[src/rtl/aes_bridge_pkg.sv]
// Shared types and constants for the FIFO-to-engine cipher bridge.
package aes_bridge_pkg;

  typedef enum logic [2:0] {
    StIdle,
    StLoad,
    StFeed,
    StWaitOut,
    StCapture,
    StDrain
  } state_e;

  // Field layout of an input FIFO word: {SOP, ..., key byte, data byte}
  localparam int unsigned DataLsb = 0;
  localparam int unsigned KeyLsb  = 8;

  localparam logic [15:0] ERR_TAG  = 16'hDEAD;
  localparam logic [15:0] STAT_TAG = 16'h5A5A;

  function automatic int unsigned sop_bit(input int unsigned data_width);
    return data_width - 1;
  endfunction

endpackage

[src/rtl/aes_bridge_pack.sv]
// Output staging buffer: engine bytes are written one at a time and read back as packed
// FIFO words, byte k landing in word k/(DATA_WIDTH/8) at bit offset 8*(k%(DATA_WIDTH/8)).
module aes_bridge_pack #(
  parameter int unsigned DATA_WIDTH  = 32,
  parameter int unsigned BLOCK_BYTES = 16,
  localparam int unsigned NumWords   = BLOCK_BYTES / (DATA_WIDTH / 8),
  localparam int unsigned ByteIdxW   = $clog2(BLOCK_BYTES),
  localparam int unsigned WordIdxW   = $clog2(NumWords + 1)
) (
  input  logic                  clk_i,
  input  logic                  rst_i,
  input  logic                  byte_we_i,
  input  logic [ByteIdxW-1:0]   byte_idx_i,
  input  logic [7:0]            byte_i,
  input  logic                  wr_adv_i,
  input  logic                  wr_clr_i,
  output logic [WordIdxW-1:0]   wr_idx_o,
  output logic [DATA_WIDTH-1:0] word_o
);

  logic [BLOCK_BYTES*8-1:0] buf_q;
  logic [WordIdxW-1:0]      wr_idx_q;

  always_ff @(posedge clk_i) begin
    if (rst_i) begin
      buf_q    <= '0;
      wr_idx_q <= '0;
    end else begin
      for (int k = 0; k < int'(BLOCK_BYTES); k++) begin
        if (byte_we_i && (byte_idx_i == ByteIdxW'(k))) begin
          buf_q[k*8 +: 8] <= byte_i;
        end
      end
      if (wr_clr_i) begin
        wr_idx_q <= '0;
      end else if (wr_adv_i) begin
        wr_idx_q <= wr_idx_q + WordIdxW'(1);
      end
    end
  end

  // Indices past the result words (status slot) read as zero
  always_comb begin
    word_o = '0;
    for (int w = 0; w < int'(NumWords); w++) begin
      if (wr_idx_q == WordIdxW'(w)) begin
        word_o = buf_q[w*DATA_WIDTH +: DATA_WIDTH];
      end
    end
  end

  assign wr_idx_o = wr_idx_q;

endmodule

[src/rtl/aes_stream_bridge.sv]
// Bridge between host FIFOs and a byte-serial block cipher core: buffers a block, streams it
// to the engine uninterrupted, packs results. Optional status word: AES_BRIDGE_STATUS_EN.
module aes_stream_bridge
  import aes_bridge_pkg::*;
#(
  parameter int unsigned DATA_WIDTH  = 32,
  parameter int unsigned BLOCK_BYTES = 16,
  parameter int unsigned TIMEOUT_CYC = 1024,
  parameter int unsigned CNT_WIDTH   = 16
) (
  input  logic                  clock,
  input  logic                  reset,
  input  logic                  data_empty,
  output logic                  data_rd,
  input  logic [DATA_WIDTH-1:0] data_din,
  input  logic                  data_full,
  output logic                  data_wr,
  output logic [DATA_WIDTH-1:0] data_dout,
  output logic [7:0]            eng_key,
  output logic [7:0]            eng_din,
  output logic                  eng_in_vld,
  input  logic [7:0]            eng_dout,
  input  logic                  eng_out_vld,
  output logic                  busy,
  output logic [CNT_WIDTH-1:0]  blk_count,
  output logic                  timeout_err
);

  localparam int unsigned BytesPerWord = DATA_WIDTH / 8;
  localparam int unsigned NumWords     = BLOCK_BYTES / BytesPerWord;
  localparam int unsigned ByteIdxW     = $clog2(BLOCK_BYTES);
  localparam int unsigned WordIdxW     = $clog2(NumWords + 1);
  localparam int unsigned IdleW        = $clog2(TIMEOUT_CYC + 1);
  localparam int unsigned SopBit       = sop_bit(DATA_WIDTH);

  localparam logic [ByteIdxW-1:0] LastByte    = ByteIdxW'(BLOCK_BYTES - 1);
  localparam logic [WordIdxW-1:0] LastResWord = WordIdxW'(NumWords - 1);
  localparam logic [IdleW-1:0]    IdleLimit   = IdleW'(TIMEOUT_CYC - 1);
`ifdef AES_BRIDGE_STATUS_EN
  localparam logic [WordIdxW-1:0] StatusWord   = WordIdxW'(NumWords);
  localparam logic [WordIdxW-1:0] LastSuccWord = StatusWord;
`else
  localparam logic [WordIdxW-1:0] LastSuccWord = LastResWord;
`endif

  state_e                state_q, state_d;
  logic [ByteIdxW-1:0]   ld_idx_q, ld_idx_d;
  logic [ByteIdxW-1:0]   feed_idx_q, feed_idx_d;
  logic [ByteIdxW-1:0]   cap_idx_q, cap_idx_d;
  logic [IdleW-1:0]      idle_q, idle_d;
  logic [CNT_WIDTH-1:0]  blk_count_q, blk_count_d;
  logic                  tmo_q, tmo_d;
  logic                  derr_q, derr_d;
  logic [7:0]            eng_key_q, eng_key_d;
  logic [7:0]            eng_din_q, eng_din_d;
  logic                  eng_vld_q, eng_vld_d;

  logic [7:0]            in_key_q [BLOCK_BYTES];
  logic [7:0]            in_dat_q [BLOCK_BYTES];
  logic [ByteIdxW-1:0]   ld_wr_idx;

  logic                  cap_we;
  logic                  wr_clr;
  logic [WordIdxW-1:0]   wr_idx;
  logic [DATA_WIDTH-1:0] pack_word;
  logic [WordIdxW-1:0]   last_word;

  function automatic logic [DATA_WIDTH-1:0] tag_word(input logic [15:0]          tag,
                                                     input logic [CNT_WIDTH-1:0] cnt);
    logic [DATA_WIDTH-1:0] w;
    w = '0;
    w[DATA_WIDTH-1 -: 16] = tag;
    for (int b = 0; b < int'(DATA_WIDTH) - 16; b++) begin
      if (b < int'(CNT_WIDTH)) w[b] = cnt[b];
    end
    return w;
  endfunction

  assign data_rd   = (state_q == StLoad) && !data_empty;
  assign data_wr   = (state_q == StDrain) && !data_full;
  assign last_word = derr_q ? '0 : LastSuccWord;

  always_comb begin
    state_d     = state_q;
    ld_idx_d    = ld_idx_q;
    feed_idx_d  = feed_idx_q;
    cap_idx_d   = cap_idx_q;
    idle_d      = idle_q;
    blk_count_d = blk_count_q;
    tmo_d       = tmo_q;
    derr_d      = derr_q;
    eng_key_d   = '0;
    eng_din_d   = '0;
    eng_vld_d   = 1'b0;
    ld_wr_idx   = ld_idx_q;
    cap_we      = 1'b0;
    wr_clr      = 1'b0;

    unique case (state_q)
      StIdle: begin
        if (!data_empty) state_d = StLoad;
      end
      StLoad: begin
        if (!data_empty) begin
          if (data_din[SopBit] && (ld_idx_q != '0)) begin
            // Start-of-packet mid-block: drop the partial block and resync on this pair
            ld_wr_idx = '0;
            ld_idx_d  = ByteIdxW'(1);
          end else if (ld_idx_q == LastByte) begin
            ld_idx_d   = '0;
            feed_idx_d = '0;
            state_d    = StFeed;
          end else begin
            ld_idx_d = ld_idx_q + ByteIdxW'(1);
          end
        end
      end
      StFeed: begin
        eng_vld_d = 1'b1;
        eng_key_d = in_key_q[feed_idx_q];
        eng_din_d = in_dat_q[feed_idx_q];
        if (feed_idx_q == LastByte) begin
          feed_idx_d = '0;
          cap_idx_d  = '0;
          idle_d     = '0;
          state_d    = StWaitOut;
        end else begin
          feed_idx_d = feed_idx_q + ByteIdxW'(1);
        end
      end
      StWaitOut, StCapture: begin
        if (eng_out_vld) begin
          cap_we  = 1'b1;
          idle_d  = '0;
          state_d = StCapture;
          if (cap_idx_q == LastByte) begin
            cap_idx_d = '0;
            derr_d    = 1'b0;
            state_d   = StDrain;
          end else begin
            cap_idx_d = cap_idx_q + ByteIdxW'(1);
          end
        end else if (idle_q == IdleLimit) begin
          tmo_d     = 1'b1;
          derr_d    = 1'b1;
          cap_idx_d = '0;
          idle_d    = '0;
          state_d   = StDrain;
        end else begin
          idle_d = idle_q + IdleW'(1);
        end
      end
      StDrain: begin
        if (data_wr) begin
          if (!derr_q && (wr_idx == LastResWord)) begin
            blk_count_d = blk_count_q + CNT_WIDTH'(1);
          end
          if (wr_idx == last_word) begin
            wr_clr  = 1'b1;
            derr_d  = 1'b0;
            state_d = StIdle;
          end
        end
      end
      default: state_d = StIdle;
    endcase
  end

  always_ff @(posedge clock) begin
    if (reset) begin
      state_q     <= StIdle;
      ld_idx_q    <= '0;
      feed_idx_q  <= '0;
      cap_idx_q   <= '0;
      idle_q      <= '0;
      blk_count_q <= '0;
      tmo_q       <= 1'b0;
      derr_q      <= 1'b0;
      eng_key_q   <= '0;
      eng_din_q   <= '0;
      eng_vld_q   <= 1'b0;
    end else begin
      state_q     <= state_d;
      ld_idx_q    <= ld_idx_d;
      feed_idx_q  <= feed_idx_d;
      cap_idx_q   <= cap_idx_d;
      idle_q      <= idle_d;
      blk_count_q <= blk_count_d;
      tmo_q       <= tmo_d;
      derr_q      <= derr_d;
      eng_key_q   <= eng_key_d;
      eng_din_q   <= eng_din_d;
      eng_vld_q   <= eng_vld_d;
    end
  end

  // Pure data storage; validity is tracked by ld_idx_q and the FSM
  always_ff @(posedge clock) begin
    if (data_rd) begin
      in_key_q[ld_wr_idx] <= data_din[KeyLsb +: 8];
      in_dat_q[ld_wr_idx] <= data_din[DataLsb +: 8];
    end
  end

  aes_bridge_pack #(
    .DATA_WIDTH  (DATA_WIDTH),
    .BLOCK_BYTES (BLOCK_BYTES)
  ) u_pack (
    .clk_i      (clock),
    .rst_i      (reset),
    .byte_we_i  (cap_we),
    .byte_idx_i (cap_idx_q),
    .byte_i     (eng_dout),
    .wr_adv_i   (data_wr),
    .wr_clr_i   (wr_clr),
    .wr_idx_o   (wr_idx),
    .word_o     (pack_word)
  );

  always_comb begin
    data_dout = pack_word;
    if (derr_q) begin
      data_dout = tag_word(ERR_TAG, blk_count_q);
    end
`ifdef AES_BRIDGE_STATUS_EN
    else if (wr_idx == StatusWord) begin
      data_dout = tag_word(STAT_TAG, blk_count_q);
    end
`endif
  end

  generate
    if (DATA_WIDTH > 17) begin : g_unused_din
      logic unused_din;
      assign unused_din = ^data_din[DATA_WIDTH-2:16];
    end
  endgenerate

  assign eng_key     = eng_key_q;
  assign eng_din     = eng_din_q;
  assign eng_in_vld  = eng_vld_q;
  assign busy        = (state_q != StIdle);
  assign blk_count   = blk_count_q;
  assign timeout_err = tmo_q;

endmodule
[config.mk]
export PLATFORM = sky130hd
export DESIGN_NAME = aes_stream_bridge
export DESIGN_NICKNAME = d
export VERILOG_FILES = /design/src/rtl/aes_bridge_pkg.sv /design/src/rtl/aes_bridge_pack.sv /design/src/rtl/aes_stream_bridge.sv
export SDC_FILE = /design/constraint.sdc
export NUM_CORES = 1
export LEC_CHECK = 0
export CAP_MARGIN = 5
export CORE_ASPECT_RATIO = 0.7
export CORE_MARGIN = 2
export CORE_UTILIZATION = 64
export DETAILED_ROUTE_END_ITERATION = 6
export PLACE_DENSITY = 0.85
export RECOVER_POWER = 50
export SYNTH_ARGS = -nofsm -noshare
export SYNTH_HDL_FRONTEND = slang
export SYNTH_SLANG_ARGS = --single-unit
export TNS_END_PERCENT = 30
[constraint.sdc]
create_clock -name clock -period 9.2 [get_ports clock]
set_clock_uncertainty 0.15 [all_clocks]
set_input_delay 0.92 -clock clock [delete_from_list [all_inputs] [get_ports clock]]
set_output_delay 0.92 -clock clock [all_outputs]
set_load 0.05 [all_outputs]
==> parameters.txt <==
Parameter                              Value

Floorplanning
  Die Ht    146 µm
  Die area    30200 µm²
  Area of the placeable core    28100 µm²
  I/O pin total    114
  Number of rows created at floorplan    51
  Starting density of the core    65.7%
  Width of the die    207 µm

Outcome
  Failing checks    capacitance limit, slew limit
  Run status    finished with violations

Critical path
  Worst stage delay on the critical path    3.49 ns
  Type of element launching the critical path    input port
  Critical path fanouts, max    112
  Endpoint type of the worst setup path    flop
  Critical path required time    9.27 ns
  Critical Path Most Common Cell    sky130_fd_sc_hd__clkbuf_1
  Arrival @ worst endpoint    6.33 ns
  Slowest library cell on the worst path    sky130_fd_sc_hd__clkbuf_1
  Crit path cell chain    clkbuf_1 > clkbuf_1 > nor2_1
  Setup CP Type    input port to flop
  Worst path top cell family by delay    buffers and inverters
  Count of buffer and inverter cells on the critical path    2

Routing
  Routed length per instance    23.1 µm
  Number of DRC markers in iteration 0    1804
  Detail-routed via count per cell    6.50
  Total wire length after detailed routing    45200 µm
  DRT Pass-1 Iters    6
  Final antenna-violating net count    0
  # DRC    0
  Vias    12700

Clock network
  Post-CTS Resized    0
  Clock tree from TritonCTS    yes
  Clock latency on the worst-skew pair    0.54 ns
  Count of buffers added by post-CTS timing repair for setup    0
  Number of buffers on the longest clock path    3
  Clock Pin Slew Worst Setup and Hold Paths    0.06 ns
  TritonCTS buffer count    41
  Number of hold-repair buffers added at the cts stage    0
  H-tree depth    2
  Clk sinks    448
  Root Driver    sky130_fd_sc_hd__clkbuf_16

Logic synthesis
  Most numerous cell types in the synthesized netlist    256 x sky130_fd_sc_hd__edfxtp_1, 192 x sky130_fd_sc_hd__dfxtp_1, 181 x sky130_fd_sc_hd__nand2_1
  Syn Area/Cell    12.3 µm²
  Gate count of the mapped netlist    1500
  Count of different cell masters after synthesis    53
  Most frequently used flop master after synthesis    sky130_fd_sc_hd__edfxtp_1
  Post-synth net total    1559
  Top area cells in the synthesized netlist    sky130_fd_sc_hd__edfxtp_1 42%, sky130_fd_sc_hd__dfxtp_1 21%, sky130_fd_sc_hd__mux4_2 7.8%
  Synthesized area    18400 µm²
  Synth Area in Compound Gates    9.23%
  Seq cells post-synth    448
  Number of synthesized flops with an enable pin    256
  Main combinational cell family by area after synthesis    simple AND/OR/NAND/NOR gates
  Cell taking the most area after synthesis    sky130_fd_sc_hd__edfxtp_1
  Simple-gate share of the synthesized area    12.5%
  Proportion of synthesized chip area in sequential cells    62.5%
  Adder-Cell Fraction of Synth Area    0.950%
  Mux share of post-synthesis cell area    10.5%
  Xor/xnor cell area share of the yosys netlist    1.04%
  Async set-reset flop share out of synthesis    0%
  Yosys Warn Count    0
  Proportion of netlist area held by the largest area contributor    41.7%
  Leading cell type by number of instances after synthesis    sky130_fd_sc_hd__edfxtp_1

Final layout
  Share of final-layout standard cells stronger than drive strength 1    11.3%
  Core Util, Final    74.7%
  Fill cell count    1742
  Final net count    1609
  Layout overhead on the synthesized area    13.8%

Worst hold path
  Path class of the lowest-slack min-delay path    flop to flop

Power
  IR Drop Worst-Case VDD    187 µV
  Areal power density over the cells    186 nW/µm²
  Pleak    7.09 nW
  Overall power    0.00391 W

Global routing
  Via count of the first global-routing pass    12100
  Pin count of the biggest net entering global routing    113
  Sum of overflow across all layers after global routing    0
  Gr usage total    30.1%
  Number of antenna violations at the first check in global routing    2
  Wire length of the first global-routing pass    69400 µm

Place
  Final weighted congestion in routability-driven placement    0.825
  Worst slack at placement    4.81 ns
  I/O Buffers    98
  Total half-perimeter wirelength after legalization and detailed placement    26800 µm

STA
  Total count of hold-check failures in the final report    0
  Number of slew-limit violations in the final report    293
  Min setup slack post-route    2.94 ns
  Total Negative Setup Slacks    0 ns
  Clock period minus worst slack    6.26 ns
  Final count of negative-setup-slack endpoints    0
  Maximum achievable frequency    160 MHz
  Worst rel slew slack    -222%
  Unrepaired setup endpoints after global routing    no
  Final clock period utilization by the worst path    68.0%
  Worst slew pin tran    4.83 ns

Flow run
  MaxCap Viol Count    6
[final cells by class]
class	instances	area (µm²)	area share (%)
antenna	1	2.50	0.0119
clock buffer	64	1290	6.17
clock inverter	10	76.3	0.364
inverter	15	56.3	0.268
multi-input combinational	918	6390	30.5
sequential	448	11500	55.0
tap	371	464	2.21
timing repair buffer	126	1160	5.52
[registers in the layout, indices dropped and copies added (netlist names)]
name             count
blk_count           16
cap_idx_q            4
derr_q               1
eng_din              8
eng_in_vld           1
eng_key              8
feed_idx_q           4
idle_q              11
in_dat_q           128
in_key_q           128
ld_idx_q             4
state_q              3
timeout_err          1
u_pack.buf_q       128
u_pack.wr_idx_o      3
[placed cells by master (no fill, tap or decap), drive strengths merged, types with 4 or more instances in the layout]
cell type and count:
nand4 10, nand3 79, nor3 40, a211o 11, clkinv 8, inv 16, and2 9, clkdlybuf4s50 47
nor2 114, nor4 11, nand2 181, a221oi 33, or3 8, nand2b 10, buf 21, dlygate4sd3 50
o21ai 24, a31oi 4, nand3b 5, a211oi 35, dfxtp 192, clkbuf 72, nor2b 19, a21oi 142
edfxtp 256, mux4 64, mux2i 49, xor2 17, xnor2 5, ha 14
[per-stage QoR]
| stage | hold WS, ns | cell area, µm² | std cells |
|---|---|---|---|
| after detailed placement | 0.293 | 19700 | 1878 |
| after global routing | 0.314 | 21000 | 1953 |
| final | 0.295 | 21000 | 1953 |
| after floorplan | 0.286 | 18400 | 1500 |
| after global placement | 0.286 | 19700 | 1878 |
| after CTS | 0.300 | 21000 | 1952 |
[metal layers]
metal	track usage, %	wire (µm)
met3	6.52	5020
met2	44.9	20900
met5	0	7
met1	44.8	18100
met4	8.72	1190
[path summary, 6_finish.rpt]
kind | start | end | cells after the start | slack, ns
setup / recovery | reset | u_pack.buf_q[113] | 3 | 2.94
hold / removal | timeout_err | timeout_err | 2 | 0.29
setup reg to reg | feed_idx_q[0] | eng_din[3] | 5 | 3.71
hold reg to reg | timeout_err | timeout_err | 2 | 0.29
[logic make-up (layout without fill, tap and decap cells)]
kind of cell / after synthesis / after routing
flip-flops: 448 / 448
AO/OA/AOI/OAI: 265 / 265
XOR/XNOR: 22 / 22
AND/OR/NAND/NOR: 503 / 503
other: 0 / 1
adder cells (fa/ha/maj): 14 / 14
buffers and inverters: 134 / 215
multiplexers: 114 / 114
[report_power, final]
| part | switching [W] | leakage (nW) | total (W) | internal (W) |
|---|---|---|---|---|
| clock | 0.000716 | 0.684 | 0.00171 | 0.000995 |
| combinational | 0.0000581 | 2.56 | 0.0000791 | 0.0000210 |
| sequential | 0.00000430 | 3.85 | 0.00212 | 0.00212 |
| total | 0.000779 | 7.09 | 0.00391 | 0.00313 |
[worst reg2reg max path, cell delays in order (launching register included)]
cell                       delay (ns)
sky130_fd_sc_hd__dfxtp_4         0.56
sky130_fd_sc_hd__clkbuf_1        2.97
sky130_fd_sc_hd__mux4_2          0.71
sky130_fd_sc_hd__nor2b_1         0.17
sky130_fd_sc_hd__a211oi_1        0.09
sky130_fd_sc_hd__a211oi_1        0.66
Power figures use the tool's default switching activity.
